File: config.mk
export PLATFORM = sky130hd
export DESIGN_NAME = branch_predictor_bht_flat
export DESIGN_NICKNAME = d
export VERILOG_FILES = /design/src/rtl/branch_predictor_bht_if.sv /design/src/rtl/branch_predictor_bht.sv /design/src/flat_wrapper.sv
export SDC_FILE = /design/constraint.sdc
export NUM_CORES = 1
export LEC_CHECK = 0
export CORE_MARGIN = 2
export CORE_UTILIZATION = 45
export CTS_CLUSTER_SIZE = 40
export DETAILED_ROUTE_END_ITERATION = 10
export DONT_BUFFER_PORTS = 1
export GPL_ROUTABILITY_DRIVEN = 0
export SYNTH_ARGS = -nofsm -noshare
export SYNTH_HDL_FRONTEND = slang
export SYNTH_SLANG_ARGS = --single-unit
File: constraint.sdc
create_clock -name clk -period 10.3 [get_ports clk]
set_clock_uncertainty 0.05 [all_clocks]
set_input_delay 2.06 -clock clk [delete_from_list [all_inputs] [get_ports clk]]
set_output_delay 2.06 -clock clk [all_outputs]
set_load 0.01 [all_outputs]
File: src/rtl/branch_predictor_bht_if.sv
// ----------------------------------------------------------------------------
// branch_predictor_bht_if
//
// Bundles the fetch-side lookup, execute-side training and statistics signals
// of the branch history table. Clock and reset stay outside the interface.
//
// Parameters:
//   IDX_W           width of a table index (log2 of the number of counters)
//
// Signals:
//   pred_valid      fetch requests a lookup this cycle
//   pred_pc         PC of the fetched instruction
//   pred_out_valid  registered: a prediction is presented this cycle
//   pred_taken      registered predicted direction
//   pred_index      registered table index, carried down the pipeline
//   upd_valid       a conditional branch resolved this cycle
//   upd_index       pred_index that travelled with that branch
//   upd_taken       resolved outcome from the branch comparator
//   upd_pred_taken  prediction that travelled with that branch
//   mispredict      combinational: resolved outcome disagrees with prediction
//   branch_count    resolved branches since reset
//   mispred_count   mispredicted branches since reset
//
// Modports: master = pipeline side (fetch + execute), slave = predictor.
// ----------------------------------------------------------------------------
interface branch_predictor_bht_if #(
    parameter int IDX_W = 6
);
    logic             pred_valid;
    logic [31:0]      pred_pc;
    logic             pred_out_valid;
    logic             pred_taken;
    logic [IDX_W-1:0] pred_index;

    logic             upd_valid;
    logic [IDX_W-1:0] upd_index;
    logic             upd_taken;
    logic             upd_pred_taken;
    logic             mispredict;

    logic [31:0]      branch_count;
    logic [31:0]      mispred_count;

    modport master (
        output pred_valid,
        output pred_pc,
        input  pred_out_valid,
        input  pred_taken,
        input  pred_index,
        output upd_valid,
        output upd_index,
        output upd_taken,
        output upd_pred_taken,
        input  mispredict,
        input  branch_count,
        input  mispred_count
    );

    modport slave (
        input  pred_valid,
        input  pred_pc,
        output pred_out_valid,
        output pred_taken,
        output pred_index,
        input  upd_valid,
        input  upd_index,
        input  upd_taken,
        input  upd_pred_taken,
        output mispredict,
        output branch_count,
        output mispred_count
    );
endinterface

File: src/rtl/branch_predictor_bht.sv
// ----------------------------------------------------------------------------
// branch_predictor_bht
//
// Branch history table of ENTRIES 2-bit saturating counters. A lookup from
// fetch returns a registered direction and index one cycle later; resolved
// branches from execute train the addressed counter and feed the statistics
// counters. A combinational mispredict flag compares the resolved outcome
// with the prediction that travelled down the pipeline.
//
// Counter encoding: 00 strong NT, 01 weak NT, 10 weak T, 11 strong T.
// Predict taken iff bit 1 of the counter is set.
//
// Optional feature (macro BHT_GSHARE_EN):
//   defined     a GHR_BITS-wide global history register, updated only at
//               resolution, is XORed into the lookup index (gshare).
//   undefined   the lookup index is pred_pc[IDX_W+1:2] alone; no GHR.
//
// Parameters:
//   ENTRIES   number of counters, power of two, 4..1024
//   GHR_BITS  global history length, 1..IDX_W (used only with gshare)
//
// Ports:
//   clk   rising-edge clock
//   rst   asynchronous active-high reset
//   bus   branch_predictor_bht_if.slave: lookup, training and statistics
// ----------------------------------------------------------------------------
module branch_predictor_bht #(
    parameter  int ENTRIES  = 64,
    parameter  int GHR_BITS = 6,
    localparam int IDX_W    = $clog2(ENTRIES)
) (
    input  logic                  clk,
    input  logic                  rst,
    branch_predictor_bht_if.slave bus
);

    // Elaboration-time parameter sanity.
    if ((ENTRIES & (ENTRIES - 1)) != 0 || ENTRIES < 4 || ENTRIES > 1024) begin : g_bad_entries
        $error("branch_predictor_bht: ENTRIES must be a power of two in 4..1024");
    end
    if (GHR_BITS < 1 || GHR_BITS > IDX_W) begin : g_bad_ghr
        $error("branch_predictor_bht: GHR_BITS must be in 1..IDX_W");
    end

    localparam logic [1:0] CTR_RESET = 2'b01;

    // Saturating step of a 2-bit direction counter.
    function automatic logic [1:0] sat_step(input logic [1:0] ctr, input logic taken);
        logic [1:0] res;
        res = ctr;
        if (taken) begin
            if (ctr != 2'b11) res = ctr + 2'b01;
        end else begin
            if (ctr != 2'b00) res = ctr - 2'b01;
        end
        return res;
    endfunction

    // ------------------------------------------------------------------------
    // State
    // ------------------------------------------------------------------------
    logic [1:0]       ctr_q [ENTRIES];
    logic [1:0]       upd_ctr_d;

    logic             pred_out_valid_q;
    logic             pred_taken_q;
    logic [IDX_W-1:0] pred_index_q;
    logic             pred_taken_d;
    logic [IDX_W-1:0] pred_index_d;

    logic [31:0]      branch_count_q;
    logic [31:0]      mispred_count_q;
    logic [31:0]      branch_count_d;
    logic [31:0]      mispred_count_d;

    logic             mispredict;
    logic [IDX_W-1:0] pc_idx;
    logic [IDX_W-1:0] lookup_idx;

    // PC bits outside the word-aligned index field do not affect the table.
    logic             unused_pc_bits;
    assign unused_pc_bits = ^{bus.pred_pc[31:IDX_W+2], bus.pred_pc[1:0]};

    assign pc_idx = bus.pred_pc[IDX_W+1:2];

    // ------------------------------------------------------------------------
    // Index formation
    // ------------------------------------------------------------------------
`ifdef BHT_GSHARE_EN
    logic [GHR_BITS-1:0] ghr_q;
    logic [GHR_BITS-1:0] ghr_d;

    // Shift left, newest outcome in bit 0; the cast drops the oldest bit and
    // also handles GHR_BITS == 1 without a negative slice.
    always_comb begin
        ghr_d = ghr_q;
        if (bus.upd_valid) begin
            ghr_d = GHR_BITS'({ghr_q, bus.upd_taken});
        end
    end

    always_ff @(posedge clk or posedge rst) begin
        if (rst) begin
            ghr_q <= '0;
        end else begin
            ghr_q <= ghr_d;
        end
    end

    assign lookup_idx = pc_idx ^ IDX_W'(ghr_q);
`else
    assign lookup_idx = pc_idx;
`endif

    // ------------------------------------------------------------------------
    // Lookup stage -> registered prediction outputs
    // ------------------------------------------------------------------------
    // The array read sees the value before any same-edge update, giving
    // read-before-write behaviour with no bypass.
    always_comb begin
        pred_taken_d = pred_taken_q;
        pred_index_d = pred_index_q;
        if (bus.pred_valid) begin
            pred_taken_d = ctr_q[lookup_idx][1];
            pred_index_d = lookup_idx;
        end
    end

    always_ff @(posedge clk or posedge rst) begin
        if (rst) begin
            pred_out_valid_q <= 1'b0;
            pred_taken_q     <= 1'b0;
            pred_index_q     <= '0;
        end else begin
            pred_out_valid_q <= bus.pred_valid;
            pred_taken_q     <= pred_taken_d;
            pred_index_q     <= pred_index_d;
        end
    end

    // ------------------------------------------------------------------------
    // Training stage -> counter array
    // ------------------------------------------------------------------------
    assign upd_ctr_d = sat_step(ctr_q[bus.upd_index], bus.upd_taken);

    always_ff @(posedge clk or posedge rst) begin
        if (rst) begin
            for (int i = 0; i < ENTRIES; i++) begin
                ctr_q[i] <= CTR_RESET;
            end
        end else if (bus.upd_valid) begin
            ctr_q[bus.upd_index] <= upd_ctr_d;
        end
    end

    // ------------------------------------------------------------------------
    // Resolution flag and statistics
    // ------------------------------------------------------------------------
    assign mispredict = bus.upd_valid & (bus.upd_taken != bus.upd_pred_taken);

    always_comb begin
        branch_count_d  = branch_count_q;
        mispred_count_d = mispred_count_q;
        if (bus.upd_valid) begin
            branch_count_d = branch_count_q + 32'd1;
        end
        if (mispredict) begin
            mispred_count_d = mispred_count_q + 32'd1;
        end
    end

    always_ff @(posedge clk or posedge rst) begin
        if (rst) begin
            branch_count_q  <= '0;
            mispred_count_q <= '0;
        end else begin
            branch_count_q  <= branch_count_d;
            mispred_count_q <= mispred_count_d;
        end
    end

    // ------------------------------------------------------------------------
    // Outputs
    // ------------------------------------------------------------------------
    assign bus.pred_out_valid = pred_out_valid_q;
    assign bus.pred_taken     = pred_taken_q;
    assign bus.pred_index     = pred_index_q;
    assign bus.mispredict     = mispredict;
    assign bus.branch_count   = branch_count_q;
    assign bus.mispred_count  = mispred_count_q;

endmodule

File: src/flat_wrapper.sv
// flat-port wrapper written by rule: the top's interface ports become plain ports
module branch_predictor_bht_flat 
#(
    parameter  int ENTRIES  = 64,
    parameter  int GHR_BITS = 6,
    localparam int IDX_W    = $clog2(ENTRIES)
)
  (clk, rst, bus_pred_valid, bus_pred_pc, bus_pred_out_valid, bus_pred_taken, bus_pred_index, bus_upd_valid, bus_upd_index, bus_upd_taken, bus_upd_pred_taken, bus_mispredict, bus_branch_count, bus_mispred_count);
  branch_predictor_bht_if #(.IDX_W((6))) bus_i ();
  input  logic clk;
  input  logic rst;
  input wire logic [$bits(bus_i.pred_valid)-1:0] bus_pred_valid;
  input wire logic [$bits(bus_i.pred_pc)-1:0] bus_pred_pc;
  output wire logic [$bits(bus_i.pred_out_valid)-1:0] bus_pred_out_valid;
  output wire logic [$bits(bus_i.pred_taken)-1:0] bus_pred_taken;
  output wire logic [$bits(bus_i.pred_index)-1:0] bus_pred_index;
  input wire logic [$bits(bus_i.upd_valid)-1:0] bus_upd_valid;
  input wire logic [$bits(bus_i.upd_index)-1:0] bus_upd_index;
  input wire logic [$bits(bus_i.upd_taken)-1:0] bus_upd_taken;
  input wire logic [$bits(bus_i.upd_pred_taken)-1:0] bus_upd_pred_taken;
  output wire logic [$bits(bus_i.mispredict)-1:0] bus_mispredict;
  output wire logic [$bits(bus_i.branch_count)-1:0] bus_branch_count;
  output wire logic [$bits(bus_i.mispred_count)-1:0] bus_mispred_count;
  assign bus_i.pred_valid = bus_pred_valid;
  assign bus_i.pred_pc = bus_pred_pc;
  assign bus_pred_out_valid = bus_i.pred_out_valid;
  assign bus_pred_taken = bus_i.pred_taken;
  assign bus_pred_index = bus_i.pred_index;
  assign bus_i.upd_valid = bus_upd_valid;
  assign bus_i.upd_index = bus_upd_index;
  assign bus_i.upd_taken = bus_upd_taken;
  assign bus_i.upd_pred_taken = bus_upd_pred_taken;
  assign bus_mispredict = bus_i.mispredict;
  assign bus_branch_count = bus_i.branch_count;
  assign bus_mispred_count = bus_i.mispred_count;
  branch_predictor_bht #(.ENTRIES(ENTRIES), .GHR_BITS(GHR_BITS)) u_core (.clk(clk), .rst(rst), .bus(bus_i));
endmodule
# [After elaboration in Yosys (flattened, before gate mapping)]
# Cells that the tools add are included.
[classes] muxes=12 reduce_logical=2 eq_ne=2 addsub=4 bitwise=3 order_cmp=3
[ops] operator="128-bit bitwise mux" count=1
[ops] operator="32-bit by 1-bit adder with 32-bit output, second input constant" count=2
[ops] operator="2-bit binary-select mux with 6-bit select" count=2
[ops] operator="2-bit 2-to-1 mux" count=8
[ops] operator="7-bit >= comparator, second input constant" count=2
[ops] operator="6-bit inverter with 7-bit output" count=2
[ops] operator="2-bit demux with 6-bit select" count=1
[ops] operator="7-bit by 1-bit < comparator with 1-bit output, second input constant" count=1
[ops] operator="2-bit by 1-bit adder with 2-bit output, second input constant" count=1
[ops] operator="2-bit inequality test, second input constant" count=1
[ops] operator="2-bit nonzero test" count=1
[ops] operator="2-bit by 1-bit subtractor with 2-bit output, second input constant" count=1
[ops] operator="1-bit bitwise AND" count=1
[ops] operator="1-bit logical AND" count=1
[ops] operator="1-bit inequality test" count=1
[word_totals] out_inout_bits=73 inputBits=44 reg_bits=200 elab_cells=95

# [Longest topological paths before layout]
[depth] ltp_word=8 depth_mapped=12 mapped_depth_nobuf=7

# [Least setup slack after synthesis]
# OpenSTA, ideal clock, no wires.
[synth_path] path_kind="input-to-output" startpoint="input bus_upd_valid" endpoint="output bus_mispredict" slack_ns=5.442 t_arrival_ns=2.748 t_required_ns=8.190 n_path_buf=2 stages=3 cell_sequence="clkbuf_1 -> and2_1 -> clkbuf_1"
[synth_between] elab_chain_len=1
[synth_lines] item="start, declared" line_no="flat_wrapper.sv:17" source="input wire logic [$bits(bus_i.upd_valid)-1:0] bus_upd_valid;"
[synth_lines] item="1-bit bitwise AND" line_no="branch_predictor_bht.sv:159" source="assign mispredict = bus.upd_valid & (bus.upd_taken != bus.upd_pred_taken);"
[synth_lines] item="end, declared" line_no="flat_wrapper.sv:21" source="output wire logic [$bits(bus_i.mispredict)-1:0] bus_mispredict;"
# Every way passes these cells.

# [Worst setup path after layout]
[layout_path] startpoint="input bus_upd_taken" endpoint="output bus_mispredict"
[layout_between] elab_chain_len=2
[layout_lines] item="start, declared" line_no="flat_wrapper.sv:19" source="input wire logic [$bits(bus_i.upd_taken)-1:0] bus_upd_taken;"
[layout_lines] item="1-bit inequality test" line_no="branch_predictor_bht.sv:159"
[layout_lines] item="1-bit bitwise AND" line_no="branch_predictor_bht.sv:159"
# Every way passes these cells.

==> results.ini <==
[synthesis]
netlist_area_um2 = 10200
synthArstFlopShare_pct = 100
yosys.area_share.simple_pct = 18.6
synthXorXnorAreaFrac_pct = 5.41
ys.warnings.count = 0
synth_top_family_by_area = simple AND/OR/NAND/NOR gates
ys_seq_area_share_pct = 49.9
synth-seq-cells = 200
synth_compound_area_share_pct = 10.7
synthCells = 984
synth_nets = 1030
ys.flop_type = dfrtp_1
synthDistinctLibCells = 48
syn_avg_cell_area_um2 = 10.4
synth-edff-count = 0
synth_mux_area_share_pct = 11.7
synth_adder_area_share_pct = 0.466

[pwr]
p_total_w = 0.00197
cellPowerDensity_nw_per_um2 = 181
ir_drop_v = 0.0000957
leakage_nw = 4.22

[cells_and_area]
layout-drive-gt1-share_pct = 23.3
multi_input_area_um2 = 4790
nets = 1003
final_cell_mix = 171 x nand2_1, 150 x nor2_1, 136 x dfrtp_1
final_common_cell = nand2_1
instances_no_fill = 1255
n_fill_cell = 2070
ff_latch_area_um2 = 5080
syn_to_final_growth_pct = 6.87
antenna_cells = 0

[sta]
tightest_slew_ns = 1.11
fmax_ghz = 0.213
setup_viol = 0
hold_viol_final = 0
fin_crit_ns = 4.69
rsz0062_at_grt = false
maxSlewHeadroom_pct = 26.3
fin_crit_sh_pct = 45.5
tns_ns = 0
drv_slew = 0

[setup_path]
cp-end-kind = primary output
start_kind = input port
slowest_delay_ns = 0.36
crit_cells = 2
crit_type = input port to primary output
cp_max_fo = 7
crit_family = simple AND/OR/NAND/NOR gates
cp-startpoint = bus_upd_taken
worstPathArrival_ns = 2.58
cp_slowest_cell = and2_1
path_buf_inv = 0
worstPathRequired_ns = 8.19
r2r-start = u_core.ctr_q[5]
ff2ff_path_depth = 7
cp_cell_sequence = xor2_1 -> and2_1

[cts]
cts_tree = done
root_buffer = clkbuf_16
clk_latency_ns = 0.43
ctsHoldBuffers = 0
clockBufferDepth = 2
cts_sinks = 200
cts_buffers = 17
h-tree-depth = 4
clk_pin_slew_worst_paths_ns = 0.08
cts_resized = 0
cts_setup_buffers = 0

[floorplanning]
die_h_um = 155
io_pins = 117
die_width_um = 155
std_cell_rows = 55
initial_core_util_pct = 45.5
core_um2 = 22400
dieArea_um2 = 23900

[global_route]
grt_pass1_wl_um = 38000
track_usage_pct = 20.1
grt_pass1_vias = 6925
grt_max_degree = 134
antenna_found_initial = 0
grt_overflow_total = 0

[run]
cap_violations = 0

[detailed_routing]
via_per_inst = 5.55
drt-met1-wl_um = 10900
dr_wl_met3_um = 631
met2_length_um = 11400
firstDrtPassIters = 5
drt_iter0_drc = 521
post-route-drc-count = 0
wire_per_inst_um = 18.5
wirelength_um = 23200
top_layer = met4
drtAntennaViolNets = 0
num_vias = 6968

[place]
placedCellCount = 1223
hpwl_um = 14200
port-buffer-count = 0

[hold_path]
holdCritStartpoint = u_core.ctr_q[17]
worstHoldPathType = flop to flop
hold_path_depth = 2

[run_status]
status = complete, no violations

## routing by layer
layer  global-route usage [%]  up-vias
li1                         -     3371
met1                     28.6     3468
met2                     32.9      112
met3                     2.80       17
met4                     4.72        0
met5                        0        -
## where the power goes
group | switching (W) | internal (W) | leakage [nW]
combinational | 0.000148 | 0.000131 | 1.44
clock | 0.000322 | 0.000348 | 0.272
sequential | 0.0000976 | 0.000925 | 2.51
total | 0.000567 | 0.00140 | 4.22
## worst paths after layout
path                                             end  slack, ns
min reg2reg                         u_core.ctr_q[17]       0.45
max reg2reg                        u_core.ctr_q[108]       7.22
min in group asynchronous  u_core.bus.pred_out_valid       1.61
max                                   bus_mispredict       5.61
max in group asynchronous           u_core.ctr_q[81]       7.07
min                                 u_core.ctr_q[17]       0.45
## through the flow
stage                     instance area, um^2  worst slack, ns  utilization [%]  hold WS (ns)
final                                   10900             5.61             48.6         0.451
after floorplan                         10200             2.84                -         0.409
after detailed placement                10300             5.50             46.0         0.434
after CTS                               10900             5.61             48.6         0.452
after global routing                    10900             5.59             48.6         0.478
after global placement                  10300             5.53             46.0         0.425
## area by class of cell
type                            instances  share of cell area, %
Tap cell                              285                   3.27
Inverter                                9                  0.379
Sequential cell                       200                   46.7
Timing Repair Buffer                    7                  0.482
Multi-Input combinational cell        722                   43.9
Clock inverter                         13                   1.23
Clock buffer                           19                   4.06
## sequential cells by signal (all words and copies together), names as in the netlist
| register | count |
|---|---|
| u_core.bus.pred_out_valid | 1 |
| u_core.bus.branch_count | 32 |
| u_core.bus.pred_taken | 1 |
| u_core.bus.pred_index | 6 |
| u_core.ctr_q | 128 |
| u_core.bus.mispred_count | 32 |
## cells by family after synthesis
group           after synthesis
simple gates                431
flops                       200
xor+xnor                     63
fa+ha+maj                     4
compound gates              160
mux                          64
buf+inv                      62
## cells in the mapped netlist, types with 4 or more instances
cell | n | area (um^2)
a21oi_1 | 9 | 45.0
o21ai_0 | 62 | 310
mux2_2 | 12 | 135
clkbuf_1 | 20 | 75.1
xor2_1 | 15 | 131
a21oi_2 | 60 | 526
dfstp_2 | 64 | 1680
and4_1 | 6 | 52.6
and3_1 | 8 | 50.1
buf_4 | 4 | 30.0
nand3_1 | 26 | 130
buf_6 | 8 | 90.1
nand3b_1 | 12 | 90.1
xnor2_1 | 48 | 420
nor2_1 | 150 | 563
a22oi_1 | 4 | 30.0
nor3b_1 | 5 | 37.5
inv_1 | 9 | 33.8
o21ai_1 | 4 | 20.0
nand4_1 | 21 | 131
or2_2 | 4 | 25.0
nor2b_1 | 4 | 25.0
buf_1 | 4 | 15.0
nand2_1 | 171 | 642
nand2b_1 | 4 | 25.0
buf_2 | 17 | 85.1
mux2i_1 | 9 | 90.1
dfrtp_1 | 136 | 3400
a31oi_1 | 4 | 25.0
mux4_2 | 43 | 968
nor3_1 | 10 | 50.1
Note: power is estimated with default switching activity, not from simulation.
